### config.mk
export PLATFORM = sky130hd
export DESIGN_NAME = ex_mem_stage
export DESIGN_NICKNAME = d
export VERILOG_FILES = /design/src/rtl/ex_mem_stage.sv
export SDC_FILE = /design/constraint.sdc
export NUM_CORES = 1
export LEC_CHECK = 0
export CORE_ASPECT_RATIO = 0.6
export CORE_UTILIZATION = 40
export DETAILED_ROUTE_END_ITERATION = 8
export PLACE_DENSITY = 0.88
export SLEW_MARGIN = 30
export SYNTH_ARGS = -nofsm -noshare
export SYNTH_HDL_FRONTEND = slang
export SYNTH_SLANG_ARGS = --single-unit
export TNS_END_PERCENT = 5
### constraint.sdc
create_clock -name clk -period 1.5 [get_ports clk]
set_input_delay 0.225 -clock clk [delete_from_list [all_inputs] [get_ports clk]]
set_output_delay 0.225 -clock clk [all_outputs]
set_load 0.1 [all_outputs]
### src/rtl/ex_mem_stage.sv
// EX/MEM pipeline register plus the NZCV flag register and EX-stage branch resolution.
// One-cycle latency ex_* -> mem_*; stall holds all state, flush inserts a bubble and wins over stall.
module ex_mem_stage #(
   parameter int DATA_W = 64,
   parameter int REG_W  = 5
) (
   input  logic              clk,
   input  logic              reset_n,
   input  logic              stall,
   input  logic              flush,
   input  logic              ex_valid,
   input  logic [DATA_W-1:0] ex_result,
   input  logic              ex_negative,
   input  logic              ex_zero,
   input  logic              ex_overflow,
   input  logic              ex_carry_out,
   input  logic              ex_set_flags,
   input  logic [DATA_W-1:0] ex_store_data,
   input  logic [REG_W-1:0]  ex_rd,
   input  logic              ex_reg_write,
   input  logic              ex_mem_read,
   input  logic              ex_mem_write,
   input  logic              ex_mem_to_reg,
   input  logic              ex_is_bcond,
   input  logic              ex_is_cbz,
   input  logic              ex_is_cbnz,
   input  logic [3:0]        ex_cond,
   output logic              ex_branch_taken,
   output logic [3:0]        flags_nzcv,
   output logic              mem_valid,
   output logic              mem_reg_write,
   output logic              mem_mem_read,
   output logic              mem_mem_write,
   output logic              mem_mem_to_reg,
   output logic [DATA_W-1:0] mem_result,
   output logic [DATA_W-1:0] mem_store_data,
   output logic [REG_W-1:0]  mem_rd
);

   logic flag_n, flag_z, flag_c, flag_v;
   logic cond_true;
   logic bcond_hit, cbz_hit, cbnz_hit;

   assign flag_n = flags_nzcv[3];
   assign flag_z = flags_nzcv[2];
   assign flag_c = flags_nzcv[1];
   assign flag_v = flags_nzcv[0];

   // Condition uses only committed flags; a setter directly ahead has already written them.
   always_comb begin
      cond_true = 1'b0;
      case (ex_cond)
         4'b0000: cond_true = flag_z;
         4'b0001: cond_true = ~flag_z;
         4'b0010: cond_true = flag_c;
         4'b0011: cond_true = ~flag_c;
         4'b0100: cond_true = flag_n;
         4'b0101: cond_true = ~flag_n;
         4'b0110: cond_true = flag_v;
         4'b0111: cond_true = ~flag_v;
         4'b1000: cond_true = flag_c & ~flag_z;
         4'b1001: cond_true = ~(flag_c & ~flag_z);
         4'b1010: cond_true = (flag_n == flag_v);
         4'b1011: cond_true = (flag_n != flag_v);
         4'b1100: cond_true = ~flag_z & (flag_n == flag_v);
         4'b1101: cond_true = ~(~flag_z & (flag_n == flag_v));
         default: cond_true = 1'b1;
      endcase
   end

   assign bcond_hit       = ex_is_bcond & cond_true;
   assign cbz_hit         = ex_is_cbz & ex_zero;
   assign cbnz_hit        = ex_is_cbnz & ~ex_zero;
   assign ex_branch_taken = ex_valid & ~flush & (bcond_hit | cbz_hit | cbnz_hit);

   always_ff @(posedge clk or negedge reset_n) begin
      if (!reset_n) begin
         flags_nzcv     <= 4'b0000;
         mem_valid      <= 1'b0;
         mem_reg_write  <= 1'b0;
         mem_mem_read   <= 1'b0;
         mem_mem_write  <= 1'b0;
         mem_mem_to_reg <= 1'b0;
         mem_result     <= '0;
         mem_store_data <= '0;
         mem_rd         <= '0;
      end else if (flush) begin
         mem_valid      <= 1'b0;
         mem_reg_write  <= 1'b0;
         mem_mem_read   <= 1'b0;
         mem_mem_write  <= 1'b0;
         mem_mem_to_reg <= 1'b0;
         mem_result     <= '0;
         mem_store_data <= '0;
         mem_rd         <= '0;
      end else if (!stall) begin
         mem_valid      <= ex_valid;
         mem_reg_write  <= ex_reg_write & ex_valid;
         mem_mem_read   <= ex_mem_read & ex_valid;
         mem_mem_write  <= ex_mem_write & ex_valid;
         mem_mem_to_reg <= ex_mem_to_reg & ex_valid;
         mem_result     <= ex_result;
         mem_store_data <= ex_store_data;
         mem_rd         <= ex_rd;
         if (ex_valid && ex_set_flags)
            flags_nzcv <= {ex_negative, ex_zero, ex_carry_out, ex_overflow};
      end
   end

endmodule

Yosys cells after proc, flatten, opt, wreduce, memory -nomap -nowiden
Cells that the tools add are included.
Widths: inputs -> output; s select.
- output and inout port bits: 143
- bits in registers: 142
- input bits: 154
- logic and storage cells: 67
- reductions and logical operators: 3
- mux-type cells: 17
- bitwise logic cells: 22
- equal/unequal tests: 16
- operators by type and width (kind ; number):
    $mux 64 ; 4
    $eq 4x4->1 const B ; 6
    $eq 4x3->1 const B ; 4
    $pmux 1 s14 ; 1
    $and 1x1->1 ; 11
    $mux 1 ; 10
    $mux 5 ; 2
    $not 1->1 ; 9
    $eq 4x2->1 const B ; 2
    $eq 4x1->1 const B ; 1
    $logic_not 4->1 ; 1
    $reduce_and 3->1 ; 1
    $ne 2x1->1 const B ; 1
    $or 1x1->1 ; 2
    $eq 1x1->1 ; 1
    $logic_and 1x1->1 ; 1
    $ne 1x1->1 ; 1

Depth between registers and ports, before layout
Gate-level depths: netlist of run 1.
- word-level depth: 8
- gate-level depth with buffers: 5
- depth with buffers taken out: 4

Least setup slack after synthesis of run 1
No wires, ideal clock.
- path kind: flip-flop to output port
- start: reg flags_nzcv[0]
- end: out ex_branch_taken
- setup slack: -1830 ps
- data arrival time: 3105 ps
- buffers on the path: 0
- cell stages (with the launch flop): 5
- required time: 1275 ps
- cell sequence: dfrtp_1 > mux2i_1 > xnor2_1 > nand3b_1 > a31oi_1
- cells in the longest elaborated chain, start to end: 8
- elaborated cells on any way between the ends: 10
- classes of those cells: 2 x eq/ne; 1 x mux; 7 x bitwise
- RTL lines (element ; RTL line ; source):
    start: declaration ; 29 ; output logic [3:0] flags_nzcv,
    start signal: assignment ; 106 ; flags_nzcv <= {ex_negative, ex_zero, ex_carry_out, ex_overflow};
    $eq 1x1->1 ; 63, 65, 66 ;
    $and 1x1->1 ; 65, 66 ;
    $not 1->1 ; 66 ; 4'b1101: cond_true = ~(~flag_z & (flag_n == flag_v));
    $pmux 1 s14 (*) ; 52 ; case (ex_cond)
    $and 1x1->1 (*) ; 71 ; assign bcond_hit = ex_is_bcond & cond_true;
    $or 1x1->1 (*) (2 in series) ; 74 ; assign ex_branch_taken = ex_valid & ~flush & (bcond_hit | cbz_hit | cbnz_hit);
    $and 1x1->1 (*) ; 74 ;
    end: declaration ; 28 ; output logic ex_branch_taken,
Every way passes the cells marked *; elsewhere a longest branch is shown, timed or not.

Final worst setup path of run 1
Same ends and word-level chain as after synthesis.

==> results.sh, run 1 <==
export IMPL_outcome="finished, violations left"
export IMPL_violations="negative setup slack"
export IMPL_critPathRequiredTime_ns=1.27
export IMPL_hold_slack_ns=0.2383
export IMPL_p_leak_nw=5.279
export IMPL_cts_htree_levels=4
export IMPL_dp_cells=960
export IMPL_finalMaxSlewViolations=0
export IMPL_yosysWarnings=0
export IMPL_ir_worst_vdd_uv=728.3
export IMPL_drt_pass1_iter_count=4
export IMPL_cp_data_arrival_time_ns=1.90
export IMPL_reg2reg_depth=4
export IMPL_post_route_drc_count=0
export IMPL_synth_mux_area_fraction=0.2383
export IMPL_grt_busiest_layer="met2"
export IMPL_cts_buffers=17
export IMPL_synth_cell_types=27
export IMPL_top_regs="mem_result: 64 flops, mem_store_data: 64 flops, mem_rd: 5 flops"
export IMPL_die_area_um2=15320
export IMPL_seq_power_share=0.343
export IMPL_synthArstFlopShare=1.000
export IMPL_mostFrequentLayoutCell="clkdlybuf4s50_1"
export IMPL_gp_congestion=0.8422
export IMPL_grt_total_usage=0.2405
export IMPL_clock_skew_ns=0
export IMPL_period_share=1.417
export IMPL_synth_compound_gate_area_share=0.01436
export IMPL_min_period_ns=2.126
export IMPL_p_int_mw=8.241
export IMPL_crit_path_end_kind="primary output"
export IMPL_cts_sinks=142
export IMPL_cp_cell_sequence="xnor2_2 > a31oi_2 > mux2i_1 > a31oi_4 > buf_12"
export IMPL_synth_enable_flop_cells=0
export IMPL_setup_violations=2
export IMPL_drtIter0Drc=225
export IMPL_worstSkewPairLatency_ns=0.41
export IMPL_synthAdderAreaFrac=0
export IMPL_path_clk_slew_ns=0.07
export IMPL_r2r_start="flags_nzcv[0]"
export IMPL_grt_met3_usage=0.08315
export IMPL_holdPathStages=3
export IMPL_area_growth_syn_to_layout_pct=89.50
export IMPL_clock_power_share=0.337
export IMPL_antenna_found_initial=0
export IMPL_first_global_vias=5186
export IMPL_ios=297
export IMPL_crit_slowest_cell="dfrtp_4"
export IMPL_syn_cell_area_um2=5923
export IMPL_final_cell_mix="150 x clkdlybuf4s50_1, 149 x buf_12, 138 x nor2_1, 138 x dfrtp_1, 134 x mux2i_1"
export IMPL_portBuffers=296
export IMPL_layout_drive_gt1_share=0.2660
export IMPL_clockBufferDepth=2
export IMPL_grt_overflow=0
export IMPL_maxCapViolations=0
export IMPL_cts_tree="yes"
export IMPL_synthSimpleGateAreaFrac=0.1025
export IMPL_final_hold_viol_count=0
export IMPL_crit_fanout=3
export IMPL_final_cells=995
export IMPL_fin_util=0.7760
export IMPL_grt_pass1_wl_um=28210
export IMPL_synth_top_family_by_area="multiplexers"
export IMPL_rows=34
export IMPL_slowest_delay_ns=0.52
export IMPL_dpl_hpwl_um=13450
export IMPL_rrSetupSlack_ns=0.26
export IMPL_syn_instance_count=481
export IMPL_comb_power_share=0.320
export IMPL_nets=938
export IMPL_start_kind="flop"
export IMPL_postSynthAreaPerCell_um2=12.31
export IMPL_design_core_area_um2=14460
export IMPL_vias=4791
export IMPL_hold_path_class="in -> reg"
export IMPL_antenna_cells=0
export IMPL_switchingPower_mw=4.438
export IMPL_wl_um=18370
export IMPL_rsz0062_at_grt="yes"
export IMPL_worstMarginPinSlew_ns=0.6681
export IMPL_gr_usage_met2=0.4218
export IMPL_grt_start_max_net_pins=139
export IMPL_max_clock_freq_mhz=470.3
export IMPL_switching_share=0.3500
export IMPL_die_height_um=96.26
export IMPL_fillers=841
export IMPL_root_buffer="clkbuf_16"
export IMPL_min_delay_start="stall"
export IMPL_path_class="reg -> out"
export IMPL_viasPerCell=4.815
export IMPL_ys_seq_area_frac=0.5999
export IMPL_synth_fp_nets=635
export IMPL_start_util=0.4095
export IMPL_synthFlopType="dfrtp_1"
export IMPL_drt_antenna_violating_nets=0
export IMPL_grtUsageMet1=0.2824
export IMPL_min_delay_worst_endpoint="mem_result[4]"
export IMPL_ys_seq_elements=142
export IMPL_drt_wirelength_per_cell_um=18.46
export IMPL_die_width_um=159.1
export IMPL_yosys_area_share_xor_xnor=0.005915
export IMPL_powerDensity_nw_per_um2=1130
export IMPL_r2r_end="flags_nzcv[0]"
export IMPL_dp_slack_ns=-0.5243
export IMPL_slew_headroom=0.5546
export IMPL_tns_ns=-0.7891
export IMPL_fin_ws_ns=-0.6262
-- worst max-delay path: cells and delay by family, from the launching register on --
family | cells | cell delay (ns)
DFF | 1 | 0.52
muxes | 1 | 0.30
buffers and inverters | 1 | 0.18
AOI/OAI and AO/OA | 2 | 0.34
xor gates and xnor gates | 1 | 0.15
-- power by group through the flow --
stage / clock network [mW] / registers [mW] / logic, mW
after CTS: 4.35 / 4.34 / 4.06
after detailed placement: 0 / 4.41 / 4.02
after global placement: 0 / 4.39 / 3.95
after global routing: 4.51 / 4.37 / 4.21
after floorplan: 0 / 5.97 / 0.594
final: 4.27 / 4.35 / 4.06
-- routing by layer --
layer	up-vias	wire length, µm
met5	-	0
met4	0	277
met3	24	1323
met2	166	9333
met1	2380	7430
li1	2221	-
-- repair_timing --
| action | in CTS | in global routing |
|---|---|---|
| hold endpoints to repair | 43 | 0 |
| endpoints found under the setup margin | 1 | 2 |
| cloned | 0 | 0 |
| resized for setup | 4 | 4 |
| hold buffers | 1 | 0 |
| setup buffers | 1 | 1 |
| pin swaps | 3 | 2 |
-- worst max path at each step --
stage                  startpoint              end
floorplan           flags_nzcv[3]  ex_branch_taken
CTS                 flags_nzcv[0]  ex_branch_taken
finish              flags_nzcv[0]  ex_branch_taken
detailed placement     ex_cond[2]  ex_branch_taken
global placement          ex_zero  ex_branch_taken
global route        flags_nzcv[0]  ex_branch_taken
-- final cells by class --
class	count	area (µm²)	share of cell area
Timing Repair Buffer	316	4633	0.4128
Sequential cell	142	3563	0.3175
Multi-Input combinational cell	306	2178	0.1941
Clock buffer	19	442.9	0.03946
Tap cell	198	247.7	0.02207
Clock inverter	13	155.1	0.01382
Inverter	1	3.754	0.0003344
-- metrics by stage --
step,power (mW),cell area (µm²)
2_1_floorplan,6.569,5948
3_3_place_gp,8.337,10570
3_5_place_dp,8.425,10570
6_report,12.68,11220
5_1_grt,13.09,11220
4_1_cts,12.76,11200
-- cell usage after synthesis, types with 2 or more instances --
master / instances / area, µm²
dfrtp_1: 142 / 3553
nor2_1: 138 / 518.0
mux2i_1: 135 / 1351
buf_6: 12 / 135.1
clkbuf_1: 12 / 45.04
buf_2: 5 / 25.02
a22oi_1: 4 / 30.03
mux2_4: 4 / 60.06
buf_4: 3 / 22.52
nor3b_1: 3 / 22.52
a31oi_1: 2 / 12.51
and3b_1: 2 / 17.52
nand2_1: 2 / 7.510
o21ai_1: 2 / 10.01
xnor2_1: 2 / 17.52
xor2_1: 2 / 17.52
-- cells by family after synthesis --
kind of cell | after synthesis
simple gates | 151
flops | 142
mux | 139
buf+inv | 33
compound gates | 12
xor+xnor | 4
Note: power is estimated with default switching activity, not from simulation.
==> run 2, diff against run 1 <==
CAP_MARGIN = 15   (was unset)
==> results of run 2 <==
No change in the layout: final DEF, timing and power equal those of run 1.
